`src/rtl/fetch_unit.sv`:
```
// fetch_unit: instruction fetch stage. Holds the PC, fetches one word at a
// time from instruction memory (request/response, at most one outstanding)
// and hands each instruction with its PC to the decoder through a one-entry
// valid/ready output register. Execute redirects retarget the PC and squash
// any in-flight or buffered instruction.
//
// Optional feature: define FETCH_MISALIGN_TRAP_EN to trap redirects whose
// target is not word aligned (sticky fault_out, fetch halts until rst).
// Without it the target's low two bits are simply forced to zero.
`timescale 1ns/1ps
module fetch_unit #(
   parameter logic [31:0] RESET_PC = 32'h0000_0000
) (
   input  logic        clk,
   input  logic        rst,
   output logic        imem_req_out,
   output logic [31:0] imem_addr_out,
   input  logic        imem_ready_in,
   input  logic        imem_rvalid_in,
   input  logic [31:0] imem_rdata_in,
   input  logic        redirect_in,
   input  logic [31:0] redirect_pc_in,
   output logic [31:0] instr_out,
   output logic [31:0] pc_out,
   output logic        instr_valid_out,
   input  logic        decode_ready_in,
   output logic        fault_out
);

   typedef enum logic [2:0] {
      S_RESET,
      S_REQ,
      S_WAIT,
      S_WAIT_DISCARD,
      S_FAULT
   } state_t;

   state_t      state;
   state_t      state_nxt;
   logic [31:0] pc;

   logic        out_free;
   logic        req_acc;
   logic        redir_take;
   logic        redir_bad;
   logic [31:0] redir_tgt;
   logic        rsp_take;

   // The output slot can take a new instruction if it is empty or being drained.
   assign out_free   = !instr_valid_out || decode_ready_in;
   assign req_acc    = imem_req_out && imem_ready_in;
   // Redirects are ignored while coming out of reset and once faulted.
   assign redir_take = redirect_in && (state != S_RESET) && (state != S_FAULT);

`ifdef FETCH_MISALIGN_TRAP_EN
   assign redir_bad  = redir_take && (redirect_pc_in[1:0] != 2'b00);
   assign redir_tgt  = redirect_pc_in;
`else
   logic unused_redir_lsb;
   assign unused_redir_lsb = ^redirect_pc_in[1:0];
   assign redir_bad  = 1'b0;
   assign redir_tgt  = {redirect_pc_in[31:2], 2'b00};
`endif

   // A response is kept only when it answers a live (non-squashed) request.
   assign rsp_take   = (state == S_WAIT) && imem_rvalid_in && !redir_take;

   // State register.
   always_ff @(posedge clk) begin
      if (rst) begin
         state <= S_RESET;
      end else begin
         state <= state_nxt;
      end
   end

   // Next-state logic; a redirect pre-empts normal sequencing.
   always_comb begin
      state_nxt = state;
      case (state)
         S_RESET: begin
            state_nxt = S_REQ;
         end
         S_REQ: begin
            if (redir_bad) begin
               state_nxt = S_FAULT;
            end else if (req_acc) begin
               // A request leaving in the redirect cycle targets the old PC.
               state_nxt = redir_take ? S_WAIT_DISCARD : S_WAIT;
            end
         end
         S_WAIT: begin
            if (redir_bad) begin
               state_nxt = S_FAULT;
            end else if (imem_rvalid_in) begin
               state_nxt = S_REQ;
            end else if (redir_take) begin
               state_nxt = S_WAIT_DISCARD;
            end
         end
         S_WAIT_DISCARD: begin
            if (redir_bad) begin
               state_nxt = S_FAULT;
            end else if (imem_rvalid_in) begin
               state_nxt = S_REQ;
            end
         end
         S_FAULT: begin
            state_nxt = S_FAULT;
         end
         default: begin
            state_nxt = S_RESET;
         end
      endcase
   end

   // Memory-side outputs: request only when the output slot can absorb the reply.
   always_comb begin
      imem_req_out  = (state == S_REQ) && out_free;
      imem_addr_out = pc;
   end

   // Program counter: redirect target, else advance past each kept response.
   always_ff @(posedge clk) begin
      if (rst) begin
         pc <= RESET_PC;
      end else if (redir_take && !redir_bad) begin
         pc <= redir_tgt;
      end else if (rsp_take) begin
         pc <= pc + 32'd4;
      end
   end

   // Output register to the decoder; a redirect empties it.
   always_ff @(posedge clk) begin
      if (rst) begin
         instr_out       <= 32'h0000_0000;
         pc_out          <= RESET_PC;
         instr_valid_out <= 1'b0;
      end else if (redir_take) begin
         instr_valid_out <= 1'b0;
      end else if (rsp_take) begin
         instr_out       <= imem_rdata_in;
         pc_out          <= pc;
         instr_valid_out <= 1'b1;
      end else if (instr_valid_out && decode_ready_in) begin
         instr_valid_out <= 1'b0;
      end
   end

`ifdef FETCH_MISALIGN_TRAP_EN
   // Sticky misaligned-redirect fault, cleared only by reset.
   always_ff @(posedge clk) begin
      if (rst) begin
         fault_out <= 1'b0;
      end else if (redir_bad) begin
         fault_out <= 1'b1;
      end
   end
`else
   assign fault_out = 1'b0;
`endif

endmodule
```
`config.mk`:
```
export PLATFORM = sky130hd
export DESIGN_NAME = fetch_unit
export DESIGN_NICKNAME = d
export VERILOG_FILES = /design/src/rtl/fetch_unit.sv
export SDC_FILE = /design/constraint.sdc
export NUM_CORES = 1
export LEC_CHECK = 0
export ABC_AREA = 1
export CORE_MARGIN = 3
export CORE_UTILIZATION = 45
export DETAILED_ROUTE_END_ITERATION = 6
export PLACE_DENSITY = 0.78
export SLEW_MARGIN = 20
export SYNTH_ARGS = -nofsm -noshare
export SYNTH_HDL_FRONTEND = slang
export SYNTH_SLANG_ARGS = --single-unit
```
`constraint.sdc`:
```
create_clock -name clk -period 1.7 [get_ports clk]
set_input_delay 0.425 -clock clk [delete_from_list [all_inputs] [get_ports clk]]
set_output_delay 0.425 -clock clk [all_outputs]
set_load 0.05 [all_outputs]
```
==> impl_metrics.env, run 1 <==
export IMPL_synth_warnings=0
export IMPL_die_y_um=106
export IMPL_routedWlPerCell_um=14.7
export IMPL_cts_tree="yes"
export IMPL_worst_clock_skew_ps=13.0
export IMPL_final_util_pct=75.4
export IMPL_synth_area_leaders="dfxtp_1, nand2_1, a21oi_1"
export IMPL_synth_top_area_cell="dfxtp_1"
export IMPL_cts_max_level=3
export IMPL_yosysSeqAreaShare_pct=42.4
export IMPL_cts_root_buffer="clkbuf_8"
export IMPL_die_area_sq_um=11300
export IMPL_layout_drive_gt1_share_pct=26.6
export IMPL_grt_setup_unrepaired="true"
export IMPL_core_sq_um=9500
export IMPL_layoutNonFillerInstCount=991
export IMPL_area_delta_synth_final_pct=58.0
export IMPL_drt_iter0_drc=223
export IMPL_path_common_cell="buf_4"
export IMPL_synth_area_sq_um=4530
export IMPL_dp_hpwl_mm=10.9
export IMPL_netlist_instances=649
export IMPL_start_util_pct=47.7
export IMPL_synth_avg_cell_area_sq_um=6.98
export IMPL_synth_ff_type="dfxtp_1"
export IMPL_clkLatencyLatePin_ps=360
export IMPL_grtUsageTotal_pct=25.5
export IMPL_path_clk_slew_ps=100
export IMPL_io_pins=169
export IMPL_cp_end_kind="flop"
export IMPL_min_period_over_period_pct=98.0
export IMPL_antennaDiodeCount=0
export IMPL_r2r_cells=10
export IMPL_powerDensity_nw_per_um2=732
export IMPL_p_leak_nw=3.08
export IMPL_switching_share_pct=30.4
export IMPL_grt_pass1_vias=4866
export IMPL_cpMaxStageDelayCell="dfxtp_2"
export IMPL_setup_viol=0
export IMPL_drt_antenna_violating_nets=0
export IMPL_postCtsHoldBufs=0
export IMPL_hold_viol=0
export IMPL_path_cells="nand2_1 -> buf_4 -> buf_4 -> buf_4 -> buf_4 -> buf_4 -> buf_4 -> nand2_1 -> nand2_1 -> a311oi_2"
export IMPL_worstPathMaxFanout=2
export IMPL_design_area_sq_um=7160
export IMPL_clkSinkCount=96
export IMPL_gp_congestion=0.867
export IMPL_synth_seq_cells=96
export IMPL_p_switching_mw=1.59
export IMPL_fmax_mhz=600
export IMPL_min_path_type="primary input to flop"
export IMPL_yosysTopAreaCellShare_pct=42.4
export IMPL_grt_overflow_total=0
export IMPL_synth_edf_count=0
export IMPL_async_flop_share_pct=0
export IMPL_rows=35
export IMPL_drt_vias_per_instance=5.07
export IMPL_pwr_share_seq_pct=46.0
export IMPL_antenna_found_initial=0
export IMPL_postPlaceCellArea_sq_um=6840
export IMPL_cpPeakStageDelay_ps=350
export IMPL_die_w_um=106
export IMPL_worst_slack_ps=34.1
export IMPL_combPwrFrac_pct=24.3
export IMPL_min_period_ps=1670
export IMPL_critical_path_class="flop to flop"
export IMPL_io_buffers=161
export IMPL_synth_distinct_cells=41
export IMPL_max_cap_viol_count=0
export IMPL_dr_pass1_iters=5
export IMPL_ir_drop_uv=440
export IMPL_cp_required_ps=1980
export IMPL_final_cell_mix="nand2_1, buf_4, dfxtp_1"
export IMPL_drv_slew=0
export IMPL_pre_cts_ws_ps=-240
export IMPL_clkPwrFrac_pct=29.7
export IMPL_vias=5023
export IMPL_layout_nets=928
export IMPL_grt_max_degree=76
export IMPL_clockBufferDepth=2
export IMPL_place_inst=965
export IMPL_arrival_ps=1940
export IMPL_cts_made_buffers=9
export IMPL_grt_first_pass_wirelength_mm=23.3
export IMPL_cp_start_kind="flop"
export IMPL_outcome="finished clean"
export IMPL_drc_errors=0
export IMPL_routed_wl_mm=14.6
export IMPL_internal_power_mw=3.65
export IMPL_mostFrequentLayoutCell="nand2_1"
export IMPL_whs_path_depth=4
## flip-flops by register name, summed over array words and instances (netlist names)
register and flops:
imem_addr_out 30, instr_out 32, instr_valid_out 1, pc_out 30, state 3
## synthesized netlist by cell type (2+ instances only)
| master | number |
|---|---|
| nand2_1 | 209 |
| o211ai_1 | 4 |
| a21oi_1 | 67 |
| buf_2 | 15 |
| o21bai_1 | 2 |
| nor3_1 | 8 |
| inv_2 | 8 |
| nand2_2 | 6 |
| xnor2_1 | 2 |
| o21ai_1 | 2 |
| clkbuf_1 | 11 |
| dfxtp_1 | 96 |
| nor2_4 | 5 |
| a31oi_1 | 10 |
| nand3_1 | 34 |
| o21ai_0 | 25 |
| nand2_4 | 2 |
| nor2_2 | 5 |
| buf_4 | 7 |
| nand3b_1 | 7 |
| xor2_1 | 3 |
| nand4_1 | 5 |
| inv_1 | 55 |
| nor2_1 | 37 |
| nand3_2 | 4 |
| o21a_1 | 5 |
## repair_timing
item | 4_1_cts | 5_1_grt
gates cloned | 0 | 0
buffers inserted | 6 | 4
pin swaps | 2 | 6
setup endpoints to repair | 1 | 14
resized for setup | 5 | 10
## worst paths after layout
kind                                 startpoint                end  slack, ps
worst max-delay path            instr_valid_out           state[0]         30
worst min register to register    instr_out[31]      instr_out[31]        470
worst min-delay path                        rst  imem_addr_out[19]        470
worst max register to register  instr_valid_out           state[0]         30
## worst max-delay path, delay by kind of cell (launching register included)
kind / cells / cell delay [ps]
buffers and inverters: 6 / 750
DFF: 1 / 350
AOI/OAI and AO/OA: 1 / 240
and+or+nand+nor: 3 / 240
## metal layers
metal | wire (um) | vias up | global-route usage, % | part of all wire, %
met2 | 7280 | 187 | 44.1 | 50
met4 | 224 | 0 | 8.70 | 1.5
met3 | 969 | 17 | 4.55 | 6.7
met5 | 0 | - | 0 | 0
li1 | - | 2490 | - | -
met1 | 6100 | 2329 | 31.8 | 42
## layout make-up
type	instances	area (sq um)
timing repair buffer	229	2370
fill	711	2340
multi-input combinational	457	2250
sequential	96	1940
inverter	64	240
tap	129	161
clock buffer	11	141
clock inverter	5	63.8
## through the flow
stage,hold slack [ps],power (mW),TNS [ps]
CTS,447,5.24,0
finish,465,5.24,0
global route,484,5.45,-42.1
floorplan,503,3.05,0
detailed placement,454,3.70,-14650
global placement,450,3.68,-10700
## cell families (layout without fill, tap and decap cells)
| logic type | Yosys count | in the layout | synth area share [%] |
|---|---|---|---|
| xor+xnor | 5 | 5 | 0.966 |
| buf+inv | 100 | 309 | 9.47 |
| simple gates | 327 | 327 | 32.5 |
| other cells | 1 | 5 | 0.0827 |
| compound gates | 119 | 119 | 14.3 |
| flops | 96 | 96 | 42.4 |
| fa+ha+maj | 1 | 1 | 0.276 |
## power groups by stage
| stage | Sequential, mW | Combinational (mW) | Clock [mW] |
|---|---|---|---|
| after global placement | 2.45 | 1.23 | 0 |
| after floorplan | 2.71 | 0.341 | 0 |
| final | 2.41 | 1.28 | 1.56 |
| after global routing | 2.42 | 1.35 | 1.68 |
| after detailed placement | 2.45 | 1.25 | 0 |
| after CTS | 2.40 | 1.26 | 1.58 |
(Power assumes the default switching activity.)
==> run 2, diff against run 1 <==
TNS_END_PERCENT = 10   (was unset)
==> impl_metrics.env, run 2 (synthesis gave the netlist of run 1 again) <==
export IMPL_outcome="finished clean"
export IMPL_grt_pass1_vias=4823
export IMPL_die_y_um=106
export IMPL_path_cells="inv_2 -> nand2_4 -> nor3b_4 -> buf_12"
export IMPL_final_cell_mix="nand2_1, buf_4, dfxtp_1"
export IMPL_antennaDiodeCount=0
export IMPL_cts_root_buffer="clkbuf_8"
export IMPL_drv_slew=0
export IMPL_layoutNonFillerInstCount=986
export IMPL_critPathTopFamily="flip-flops"
export IMPL_grt_setup_unrepaired="true"
export IMPL_grt_overflow_total=0
export IMPL_min_period_over_period_pct=96.6
export IMPL_cpPeakStageDelay_ps=340
export IMPL_grt_max_degree=38
export IMPL_hold_viol=0
export IMPL_min_to="imem_addr_out[6]"
export IMPL_clockBufferDepth=2
export IMPL_max_cap_viol_count=0
export IMPL_dp_hpwl_mm=11.1
export IMPL_ir_drop_uv=487
export IMPL_cts_max_level=3
export IMPL_critical_path_class="flop to output port"
export IMPL_r2r_start="imem_addr_out[2]"
export IMPL_drc_errors=0
export IMPL_hp_start="rst"
export IMPL_min_period_ps=1640
export IMPL_gp_congestion=0.852
export IMPL_cp_start_kind="flop"
export IMPL_io_buffers=161
export IMPL_drt_vias_per_instance=5.06
export IMPL_routedWlPerCell_um=14.5
export IMPL_setup_viol=0
export IMPL_power_mw=5.13
export IMPL_arrival_ps=1220
export IMPL_critPathBufInv=2
export IMPL_r2r_cells=10
export IMPL_finalSetupTns_ps=0
export IMPL_largest_reg_flops=32
export IMPL_place_inst=968
export IMPL_final_util_pct=75.4
export IMPL_largest_register="instr_out"
export IMPL_drt_antenna_violating_nets=0
export IMPL_routed_wl_mm=14.3
export IMPL_core_sq_um=9500
export IMPL_powerDensity_nw_per_um2=717
export IMPL_io_pins=169
export IMPL_worst_slack_ps=57.6
export IMPL_path_clk_slew_ps=100
export IMPL_cp_required_ps=1270
export IMPL_vias=4987
export IMPL_area_delta_synth_final_pct=58.0
export IMPL_layout_nets=923
export IMPL_min_path_type="primary input to flop"
export IMPL_postPlaceCellArea_sq_um=6930
export IMPL_whs_path_depth=2
export IMPL_cp_end_kind="output port"
export IMPL_start_util_pct=47.7
export IMPL_cts_tree="yes"
export IMPL_grt_first_pass_wirelength_mm=23.5
export IMPL_whs_ps=407
export IMPL_cts_made_buffers=9
export IMPL_r2r_slack_ps=100
export IMPL_r2r_end="imem_addr_out[29]"
export IMPL_pre_cts_ws_ps=-230
export IMPL_drt_iter0_drc=238
export IMPL_clkSinkCount=96
export IMPL_rows=35
export IMPL_layout_drive_gt1_share_pct=25.8
export IMPL_p_leak_nw=3.08
export IMPL_worstPathMaxFanout=2
export IMPL_grtUsageTotal_pct=25.4
export IMPL_worst_clock_skew_ps=10.8
export IMPL_cpMaxStageDelayCell="dfxtp_2"
export IMPL_antenna_found_initial=0
export IMPL_mostFrequentLayoutCell="nand2_1"
export IMPL_dr_pass1_iters=4
export IMPL_clkLatencyLatePin_ps=370
export IMPL_die_w_um=106
export IMPL_die_area_sq_um=11300
export IMPL_postCtsHoldBufs=0
export IMPL_fmax_mhz=609
export IMPL_design_area_sq_um=7160
## run 2: changes by cell type in the layout (fill, tap and decap cells not counted), sizes merged
cell | previous run | this run
buf | 163 | 158
clkinv | 3 | 5
clkbuf | 11 | 9
clkinvlp | 1 | 0
inv | 64 | 66
bufinv | 1 | 0
## run 2: metal layers
metal  share of wire, %  up-vias  global-route usage [%]
met5                  0        -                       0
met4                1.3        0                    6.66
met3                6.4       17                    5.10
met2                 49      172                    44.6
met1                 43     2314                    31.8
li1                   -     2484                       -
## run 2: cell type report
| class | instances | area [sq um] |
|---|---|---|
| clock inverter | 7 | 63.8 |
| multi-input combinational | 457 | 2230 |
| inverter | 64 | 240 |
| clock buffer | 9 | 124 |
| tap | 129 | 161 |
| sequential | 96 | 1930 |
| fill | 731 | 2340 |
| timing repair buffer | 224 | 2410 |
## run 2: worst max-delay path by stage
| stage | start | to | slack, ps | cells after the start |
|---|---|---|---|---|
| floorplan | imem_addr_out[8] | imem_addr_out[22] | -5 | 11 |
| global placement | imem_rvalid_in | imem_addr_out[21] | -220 | 11 |
| detailed placement | imem_rvalid_in | imem_addr_out[21] | -230 | 11 |
| CTS | state[1] | imem_req_out | 20 | 4 |
| global route | imem_addr_out[2] | imem_addr_out[25] | -40 | 10 |
| finish | state[1] | imem_req_out | 60 | 4 |
## run 2: what timing repair did
| item | 4_1_cts | 5_1_grt |
|---|---|---|
| pin swaps | 2 | 3 |
| endpoints found under the setup margin | 1 | 15 |
| setup buffers | 2 | 0 |
| resized for setup | 5 | 7 |
## run 2: report_power, final
group / internal, mW / total (mW) / switching [mW]
Clock: 0.563 / 1.44 / 0.874
Combinational: 0.597 / 1.29 / 0.697
Sequential: 2.33 / 2.40 / 0.0717
==> run 3, diff against run 2 <==
RECOVER_POWER = 25   (was unset)
==> impl_metrics.env, run 3 (synthesis gave the netlist of run 1 again) <==
export IMPL_outcome="finished clean"
export IMPL_core_sq_um=9500
export IMPL_max_cap_viol_count=0
export IMPL_start_util_pct=47.7
export IMPL_critPathTopFamily="flip-flops"
export IMPL_worst_slew_pin_slew_ps=498
export IMPL_ir_drop_uv=486
export IMPL_routedWlPerCell_um=14.5
export IMPL_gp_congestion=0.852
export IMPL_drt_vias_per_instance=5.04
export IMPL_routed_wl_mm=14.3
export IMPL_grt_overflow_total=0
export IMPL_clockBufferDepth=2
export IMPL_grt_setup_unrepaired="true"
export IMPL_arrival_ps=1220
export IMPL_io_buffers=161
export IMPL_worst_clock_skew_ps=11.0
export IMPL_critical_path_class="flop to output port"
export IMPL_cts_tree="yes"
export IMPL_layout_drive_gt1_share_pct=25.4
export IMPL_fmax_mhz=608
export IMPL_cp_end_kind="output port"
export IMPL_r2r_end="imem_addr_out[29]"
export IMPL_mostFrequentLayoutCell="nand2_1"
export IMPL_grtUsageTotal_pct=25.4
export IMPL_p_leak_nw=3.04
export IMPL_finalSetupTns_ps=0
export IMPL_setup_viol=0
export IMPL_die_y_um=106
export IMPL_cp_start_kind="flop"
export IMPL_drc_errors=0
export IMPL_place_inst=968
export IMPL_dr_pass1_iters=5
export IMPL_whs_ps=409
export IMPL_whs_path_depth=2
export IMPL_largest_register="instr_out"
export IMPL_cpPeakStageDelay_ps=330
export IMPL_hp_start="rst"
export IMPL_antenna_found_initial=0
export IMPL_critPathBufInv=2
export IMPL_r2r_cells=10
export IMPL_min_path_type="primary input to flop"
export IMPL_drv_slew=0
export IMPL_cp_required_ps=1270
export IMPL_vias=4965
export IMPL_postCtsHoldBufs=0
export IMPL_powerDensity_nw_per_um2=730
export IMPL_die_w_um=106
export IMPL_grt_first_pass_wirelength_mm=23.5
export IMPL_antennaDiodeCount=0
export IMPL_cpMaxStageDelayCell="dfxtp_1"
export IMPL_cts_made_buffers=9
export IMPL_layout_nets=923
export IMPL_r2r_start="imem_addr_out[2]"
export IMPL_largest_reg_flops=32
export IMPL_drt_antenna_violating_nets=0
export IMPL_clkLatencyLatePin_ps=370
export IMPL_hold_viol=0
export IMPL_r2r_slack_ps=100
export IMPL_grt_max_degree=38
export IMPL_final_cell_mix="nand2_1, dfxtp_1, buf_4"
export IMPL_path_cells="inv_2 -> nand2_4 -> nor3b_4 -> buf_12"
export IMPL_dp_hpwl_mm=11.1
export IMPL_cts_root_buffer="clkbuf_8"
export IMPL_clkSinkCount=96
export IMPL_rows=35
export IMPL_drt_iter0_drc=201
export IMPL_die_area_sq_um=11300
export IMPL_relSlewSlack_pct=66.7
export IMPL_layoutNonFillerInstCount=986
export IMPL_worstPathMaxFanout=2
export IMPL_min_to="imem_addr_out[6]"
export IMPL_io_pins=169
export IMPL_power_mw=5.11
export IMPL_grt_pass1_vias=4823
export IMPL_min_period_over_period_pct=96.8
export IMPL_min_period_ps=1650
export IMPL_path_clk_slew_ps=100
export IMPL_area_delta_synth_final_pct=54.6
export IMPL_cts_max_level=3
## run 3: through the flow
stage	utilization [%]	cell area, sq um	worst slack [ps]
after floorplan	-	4560	-4.93
after global placement	72.9	6930	-219
after detailed placement	72.9	6930	-230
after CTS	75.1	7140	22.7
after global routing	73.7	7010	-38.4
final	73.7	7010	54.7
## run 3: how the worst max path moves through the flow
stage / from / end / slack, ps / cells past startpoint
floorplan: imem_addr_out[8] / imem_addr_out[22] / -5 / 11
global placement: imem_rvalid_in / imem_addr_out[21] / -220 / 11
detailed placement: imem_rvalid_in / imem_addr_out[21] / -230 / 11
CTS: state[1] / imem_req_out / 20 / 4
global route: imem_addr_out[2] / imem_addr_out[25] / -40 / 10
finish: state[1] / imem_req_out / 50 / 4
## run 3: repair_timing
action / 4_1_cts / 5_1_grt
setup endpoints to repair: 1 / 15
pin swaps: 2 / 3
setup buffers: 2 / 0
resized for setup: 5 / 7
## run 3: power breakdown
| group | switching [mW] | internal (mW) | total, mW |
|---|---|---|---|
| clock | 0.874 | 0.563 | 1.44 |
| sequential | 0.0704 | 2.33 | 2.40 |
| combinational | 0.697 | 0.582 | 1.28 |
| total | 1.64 | 3.47 | 5.11 |
## run 3: final cells by class
type | instances | area [sq um]
Sequential cell | 96 | 1930
Timing Repair Buffer | 224 | 2250
Inverter | 64 | 240
Multi-Input combinational cell | 457 | 2230
Clock inverter | 7 | 63.8
Clock buffer | 9 | 124
Fill cell | 761 | 2490
Tap cell | 129 | 161
## run 3: metal layers
metal | vias up | track usage (%) | routed length [um]
li1 | 2484 | - | -
met1 | 2296 | 31.8 | 6110
met2 | 170 | 44.6 | 7130
met3 | 15 | 5.10 | 910
met4 | 0 | 6.66 | 174
met5 | - | 0 | 0
